File: config.mk
export PLATFORM = sky130hd
export DESIGN_NAME = parking_gate_sensor
export DESIGN_NICKNAME = d
export VERILOG_FILES = /design/src/rtl/parking_pkg.sv /design/src/rtl/sensor_filter.sv /design/src/rtl/parking_gate_sensor.sv
export SDC_FILE = /design/constraint.sdc
export NUM_CORES = 1
export LEC_CHECK = 0
export CAP_MARGIN = 10
export CORE_MARGIN = 1.5
export CORE_UTILIZATION = 40
export DETAILED_ROUTE_END_ITERATION = 8
export PLACE_DENSITY = 0.63
export RECOVER_POWER = 100
export REMOVE_ABC_BUFFERS = 1
export SYNTH_ARGS = -nofsm -noshare
export SYNTH_HDL_FRONTEND = slang
export SYNTH_SLANG_ARGS = --single-unit
File: constraint.sdc
create_clock -name clk -period 3.2 [get_ports clk]
set_input_delay 0.96 -clock clk [delete_from_list [all_inputs] [get_ports clk]]
set_output_delay 0.96 -clock clk [all_outputs]
set_load 0.03 [all_outputs]
File: src/rtl/parking_pkg.sv
// Shared types for the parking gate beam sensor: FSM states, 2-bit sensor codes {a,b}.
// Optional debounce filter is enabled with the PARKING_GATE_DEBOUNCE_EN macro.
package parking_pkg;

    typedef enum logic [2:0] {
        IDLE,
        EN_A,
        EN_AB,
        EN_B,
        EX_B,
        EX_BA,
        EX_A,
        WAIT_CLEAR
    } gate_state_t;

    typedef logic [1:0] sensor_code_t;

    localparam sensor_code_t S_CLR = 2'b00;
    localparam sensor_code_t S_B   = 2'b01;
    localparam sensor_code_t S_A   = 2'b10;
    localparam sensor_code_t S_AB  = 2'b11;

    localparam int TIMER_W = 16;

    // Sensor pattern that keeps each state where it is; any other code is a step or a jump.
    function automatic sensor_code_t state_code(input gate_state_t st);
        sensor_code_t code;
        case (st)
            EN_A, EX_A:   code = S_A;
            EN_AB, EX_BA: code = S_AB;
            EN_B, EX_B:   code = S_B;
            default:      code = S_CLR;
        endcase
        return code;
    endfunction

    function automatic logic is_jump(input sensor_code_t from_code, input sensor_code_t to_code);
        return (from_code ^ to_code) == 2'b11;
    endfunction

endpackage

File: src/rtl/sensor_filter.sv
// Per-beam 2-flop synchroniser followed by an optional stability filter.
// With PARKING_GATE_DEBOUNCE_EN defined, a change passes after DEBOUNCE_CYCLES stable samples.
module sensor_filter #(
    parameter int DEBOUNCE_CYCLES = 4
) (
    input  logic clk,
    input  logic reset,
    input  logic i_raw,
    output logic o_filt
);

    logic r_meta;
    logic r_sync;

    always_ff @(posedge clk or posedge reset) begin
        if (reset) begin
            r_meta <= 1'b0;
            r_sync <= 1'b0;
        end else begin
            r_meta <= i_raw;
            r_sync <= r_meta;
        end
    end

`ifdef PARKING_GATE_DEBOUNCE_EN
    logic       r_filt;
    logic [7:0] r_cnt;

    // r_cnt counts consecutive samples disagreeing with r_filt; any agreement restarts it.
    always_ff @(posedge clk or posedge reset) begin
        if (reset) begin
            r_filt <= 1'b0;
            r_cnt  <= 8'd0;
        end else if (r_sync == r_filt) begin
            r_cnt <= 8'd0;
        end else if (r_cnt == 8'(DEBOUNCE_CYCLES - 1)) begin
            r_filt <= r_sync;
            r_cnt  <= 8'd0;
        end else begin
            r_cnt <= r_cnt + 8'd1;
        end
    end

    assign o_filt = r_filt;
`else
    // No filtering: the synchronised level feeds the FSM whatever DEBOUNCE_CYCLES says.
    if (DEBOUNCE_CYCLES >= 1) begin : g_pass
        assign o_filt = r_sync;
    end else begin : g_pass_any
        assign o_filt = r_sync;
    end
`endif

endmodule

File: src/rtl/parking_gate_sensor.sv
// Two-beam parking gate direction decoder: emits entry/exit/error pulses from beam order.
// Debounce on the beams is compiled in with the PARKING_GATE_DEBOUNCE_EN macro.
module parking_gate_sensor
    import parking_pkg::*;
#(
    parameter int DEBOUNCE_CYCLES = 4,
    parameter int TIMEOUT_CYCLES  = 1000
) (
    input  logic clk,
    input  logic reset,
    input  logic sensor_a,
    input  logic sensor_b,
    output logic inc_car,
    output logic dec_car,
    output logic busy,
    output logic error
);

    logic         w_a_filt;
    logic         w_b_filt;
    sensor_code_t w_s;

    gate_state_t  r_state;
    gate_state_t  w_state_next;
    logic [TIMER_W-1:0] r_timer;
    logic         w_timing;
    logic         w_inc_next;
    logic         w_dec_next;
    logic         w_err_next;
    logic         r_inc;
    logic         r_dec;
    logic         r_err;

    sensor_filter #(.DEBOUNCE_CYCLES(DEBOUNCE_CYCLES)) u_filter_a (
        .clk    (clk),
        .reset  (reset),
        .i_raw  (sensor_a),
        .o_filt (w_a_filt)
    );

    sensor_filter #(.DEBOUNCE_CYCLES(DEBOUNCE_CYCLES)) u_filter_b (
        .clk    (clk),
        .reset  (reset),
        .i_raw  (sensor_b),
        .o_filt (w_b_filt)
    );

    assign w_s      = {w_a_filt, w_b_filt};
    assign w_timing = (r_state != IDLE) && (r_state != WAIT_CLEAR);

    always_ff @(posedge clk or posedge reset) begin
        if (reset) begin
            r_state <= IDLE;
            r_timer <= '0;
            r_inc   <= 1'b0;
            r_dec   <= 1'b0;
            r_err   <= 1'b0;
        end else begin
            r_state <= w_state_next;
            r_inc   <= w_inc_next;
            r_dec   <= w_dec_next;
            r_err   <= w_err_next;
            if ((w_state_next != r_state) || !w_timing) begin
                r_timer <= '0;
            end else begin
                r_timer <= r_timer + 1'b1;
            end
        end
    end

    // A one-bit change is a forward or backward step; a two-bit change is illegal.
    always_comb begin
        w_state_next = r_state;
        w_inc_next   = 1'b0;
        w_dec_next   = 1'b0;
        w_err_next   = 1'b0;
        if (r_state == WAIT_CLEAR) begin
            if (w_s == S_CLR) begin
                w_state_next = IDLE;
            end
        end else if (w_s != state_code(r_state)) begin
            if (is_jump(state_code(r_state), w_s)) begin
                w_state_next = WAIT_CLEAR;
                w_err_next   = 1'b1;
            end else begin
                case (r_state)
                    IDLE:  w_state_next = (w_s == S_A)  ? EN_A  : EX_B;
                    EN_A:  w_state_next = (w_s == S_AB) ? EN_AB : IDLE;
                    EN_AB: w_state_next = (w_s == S_B)  ? EN_B  : EN_A;
                    EN_B: begin
                        if (w_s == S_CLR) begin
                            w_state_next = IDLE;
                            w_inc_next   = 1'b1;
                        end else begin
                            w_state_next = EN_AB;
                        end
                    end
                    EX_B:  w_state_next = (w_s == S_AB) ? EX_BA : IDLE;
                    EX_BA: w_state_next = (w_s == S_A)  ? EX_A  : EX_B;
                    EX_A: begin
                        if (w_s == S_CLR) begin
                            w_state_next = IDLE;
                            w_dec_next   = 1'b1;
                        end else begin
                            w_state_next = EX_BA;
                        end
                    end
                    default: w_state_next = IDLE;
                endcase
            end
        end else if (w_timing && (r_timer == TIMER_W'(TIMEOUT_CYCLES - 1))) begin
            w_state_next = WAIT_CLEAR;
            w_err_next   = 1'b1;
        end
    end

    always_comb begin
        busy    = (r_state != IDLE);
        inc_car = r_inc;
        dec_car = r_dec;
        error   = r_err;
    end

endmodule

==> key figures <==
Cells and area
  – Final #Nets: 177
  – # fillers: 393
  – Ant diodes: 0
  – Synth-to-Final Area Change: 5.221%
  – Layout cells sized above 1: 11.45%

STA
  – RSZ-0062 raised after global routing: false
  – Final worst hold slack: 353.6 ps
  – Max_slew headroom: 2.496%
  – Worst Skew: 1.888 ps
  – Final period utilization: 92.34%
  – Worst Tran Pin Value: 1463 ps
  – Final setup viols: 0
  – Peak Freq: 0.3384 GHz
  – Setup TNS: 0 ps
  – Pins Over Slew Limit: 0
  – Final hold vios: 0
  – Final min period: 2955 ps

Logic synthesis
  – Largest cells by area after synthesis: dfrtp_1 38%, nor4_2 7.4%, xnor2_1 4.6%
  – Yosys cell types: 52
  – Syn Std Cell Area: 1702 sq um
  – Fraction of the yosys area taken by sequential cells: 38.24%
  – Synth top area share: 38.24%
  – Avg Synthesized Cell Area: 10.64 sq um
  – Combinational family with the most area after synthesis: simple AND/OR/NAND/NOR gates
  – Synth Area in XOR/XNOR: 10.15%
  – Compound-Gate Fraction of Synth Area: 14.71%
  – Area leader, netlist: dfrtp_1
  – Synth Instances: 160
  – Synth Flop Type: dfrtp_1
  – Multiplexer share of the synthesized area: 0.6618%
  – Synth Area in Simple Gates: 27.94%
  – #FFs+latches synth: 26
  – Synth Area in Adders: 3.676%
  – Yosys warnings: 0
  – Number of synthesized flops with an enable pin: 0
  – Post-synth ARST share: 100.0%

Clock tree
  – Clock buffer depth: 2
  – Clk root buf: clkbuf_8
  – Clock slew at reported path FFs: 90 ps
  – Hold_buf cts: 0
  – Post-cts sizing count: 0
  – CTS H-tree depth: 1
  – CTS tree: done
  – Clk_lat worst skew: 260 ps
  – Post-CTS setup repair buffer count: 0
  – CTS Buf Count: 3
  – # clock sinks: 26

Floorplanning
  – Die Area: 4655 sq um
  – DIE WIDTH: 68.23 um
  – Core area: 4058 sq um
  – I/O Pins: 8
  – Die height: 68.23 um
  – Cell Rows: 23
  – Starting density of the core: 41.94%

Placed design
  – IO Port Bufs: 7
  – DP HPWL: 2.451 mm
  – Gp weighted congestion: 0.9084

Detailed routing
  – Final wirelength: 3.443 mm
  – Avg WL per Cell: 15.94 um
  – DR vias: 1243
  – Number of vias per cell: 5.755
  – Remaining DRCs: 0
  – Initial DRC Count: 106
  – Pre-antenna DRT Iters: 4
  – ANT nets after route: 0

Critical path
  – Startpoint types: flop
  – CP required: 2240 ps
  – CP max FO: 8
  – Reg2reg path depth: 8
  – Arr. time, crit path: 1990 ps
  – Crit Path Class: flop to output port
  – Endpoint class of the critical path: output port

Global routing
  – Largest net degree at the start of global routing: 27
  – First-pass GRT wire length: 5.989 mm
  – GRT overflow: 0
  – Number of global-route vias before repair: 1239
  – Gr usage total: 17.08%
  – Initial antenna violation count: 0

Power and ir drop
  – Peak VDD IR: 409.8 uV
  – Power per Cell Area: 1075 nW/um^2
  – Leakage: 0.0007106 uW
  – P_int: 938.9 uW
  – Combinational share of power: 68.7%
  – Clock share of power: 9.6%
  – Sequential share of power: 21.7%
  – Switch Pwr: 986.4 uW
  – Switching share of power: 51.23%

Worst hold path
  – Hold WC Path Type: flop to flop
  – Hold Crit Depth: 0

Run status
  – Status: finished clean

Flow run
  – Max-cap violations: 0
## power groups by stage
stage	combinational, uW	clock [uW]	sequential, uW
floorplan	1100	0	426
global placement	1380	0	422
detailed placement	1420	0	425
finish	1320	185	418
global route	1460	204	423
CTS	1420	187	419
## path summary, 6_finish.rpt
check	from	end	slack, ps
worst max-delay path	r_state[1]$_DFF_PP0_	busy	250
worst min-delay path	u_filter_b.r_meta$_DFF_PP0_	u_filter_b.o_filt$_DFF_PP0_	350
worst max register to register	r_state[1]$_DFF_PP0_	r_timer[7]$_DFF_PP0_	330
worst min register to register	u_filter_b.r_meta$_DFF_PP0_	u_filter_b.o_filt$_DFF_PP0_	350
max in group asynchronous	reset	r_timer[6]$_DFF_PP0_	730
min in group asynchronous	reset	r_timer[13]$_DFF_PP0_	1620
## sequential cells by signal, summed over array words and instances (netlist names)
signal	flops
dec_car	1
u_filter_b.o_filt	1
u_filter_a.r_meta	1
error	1
inc_car	1
u_filter_b.r_meta	1
r_state	3
u_filter_a.o_filt	1
r_timer	16
## kinds of logic after synthesis
family                   count (synthesis)
multiplexers                             1
adder cells (fa/ha/maj)                  5
XOR/XNOR                                18
buffers and inverters                   15
AND/OR/NAND/NOR                         68
flip-flops                              26
AO/OA/AOI/OAI                           27
## layer usage
layer | part of all wire [%] | wire length (um) | GRT usage (%)
met4 | 0.55 | 19 | 4.500
met3 | 2.1 | 74 | 2.961
met5 | 0 | 0 | 0
met2 | 49 | 1673 | 27.79
met1 | 49 | 1675 | 23.45
## stage by stage
| step | area, sq um | instances | setup slack [ps] | total power (uW) | utilization (%) |
|---|---|---|---|---|---|
| 2_1_floorplan | 1649 | 152 | 429.1 | 1530 | - |
| 5_1_grt | 1790 | 216 | 115.5 | 2092 | 44.13 |
| 6_report | 1790 | 216 | 245.2 | 1925 | 44.13 |
| 3_5_place_dp | 1812 | 213 | 291.2 | 1843 | 44.65 |
| 4_1_cts | 1853 | 216 | 284.4 | 2030 | 45.67 |
| 3_3_place_gp | 1812 | 213 | 401.0 | 1798 | 44.65 |
## final cells by class
cell class	count	area (sq um)	share of cell area, %
Multi-Input combinational cell	119	915.9	51.15
Tap cell	50	62.56	3.494
Sequential cell	26	650.6	36.34
Clock buffer	3	41.29	2.306
Inverter	7	26.28	1.468
Timing Repair Buffer	11	93.84	5.241
## cells in the mapped netlist, drive strengths merged, types with 2 or more instances
library cell and count:
dfrtp 26, nor4 17, nand3 10, xnor2 9
nand2 8, nor2 8, xor2 8, buf 7
inv 7, nor3 6, o21ai 6, ha 5
nand4 4, or3 3, a21boi 2, a31oi 2
and4 2, nor3b 2, nor4b 2, o211ai 2
o311ai 2, o31ai 2
## critical path, stage by stage, from the launching register on
cell and delay, ps:
dfrtp_1 470, inv_1 120, ha_1 300, nand2_1 100, dlygate4sd3_1 740
## cell usage in the layout, fill, tap and decap left out, drive strengths merged, types with 3 or more instances in the layout
cell / instances
xor2: 8
nand2: 8
inv: 7
dfrtp: 26
nor3: 6
o21ai: 6
nor4: 17
nor2: 8
xnor2: 9
ha: 5
clkbuf: 5
nand4: 4
dlygate4sd3: 7
nand3: 10
or3: 3
No activity file was read; power rests on OpenSTA's default activity.
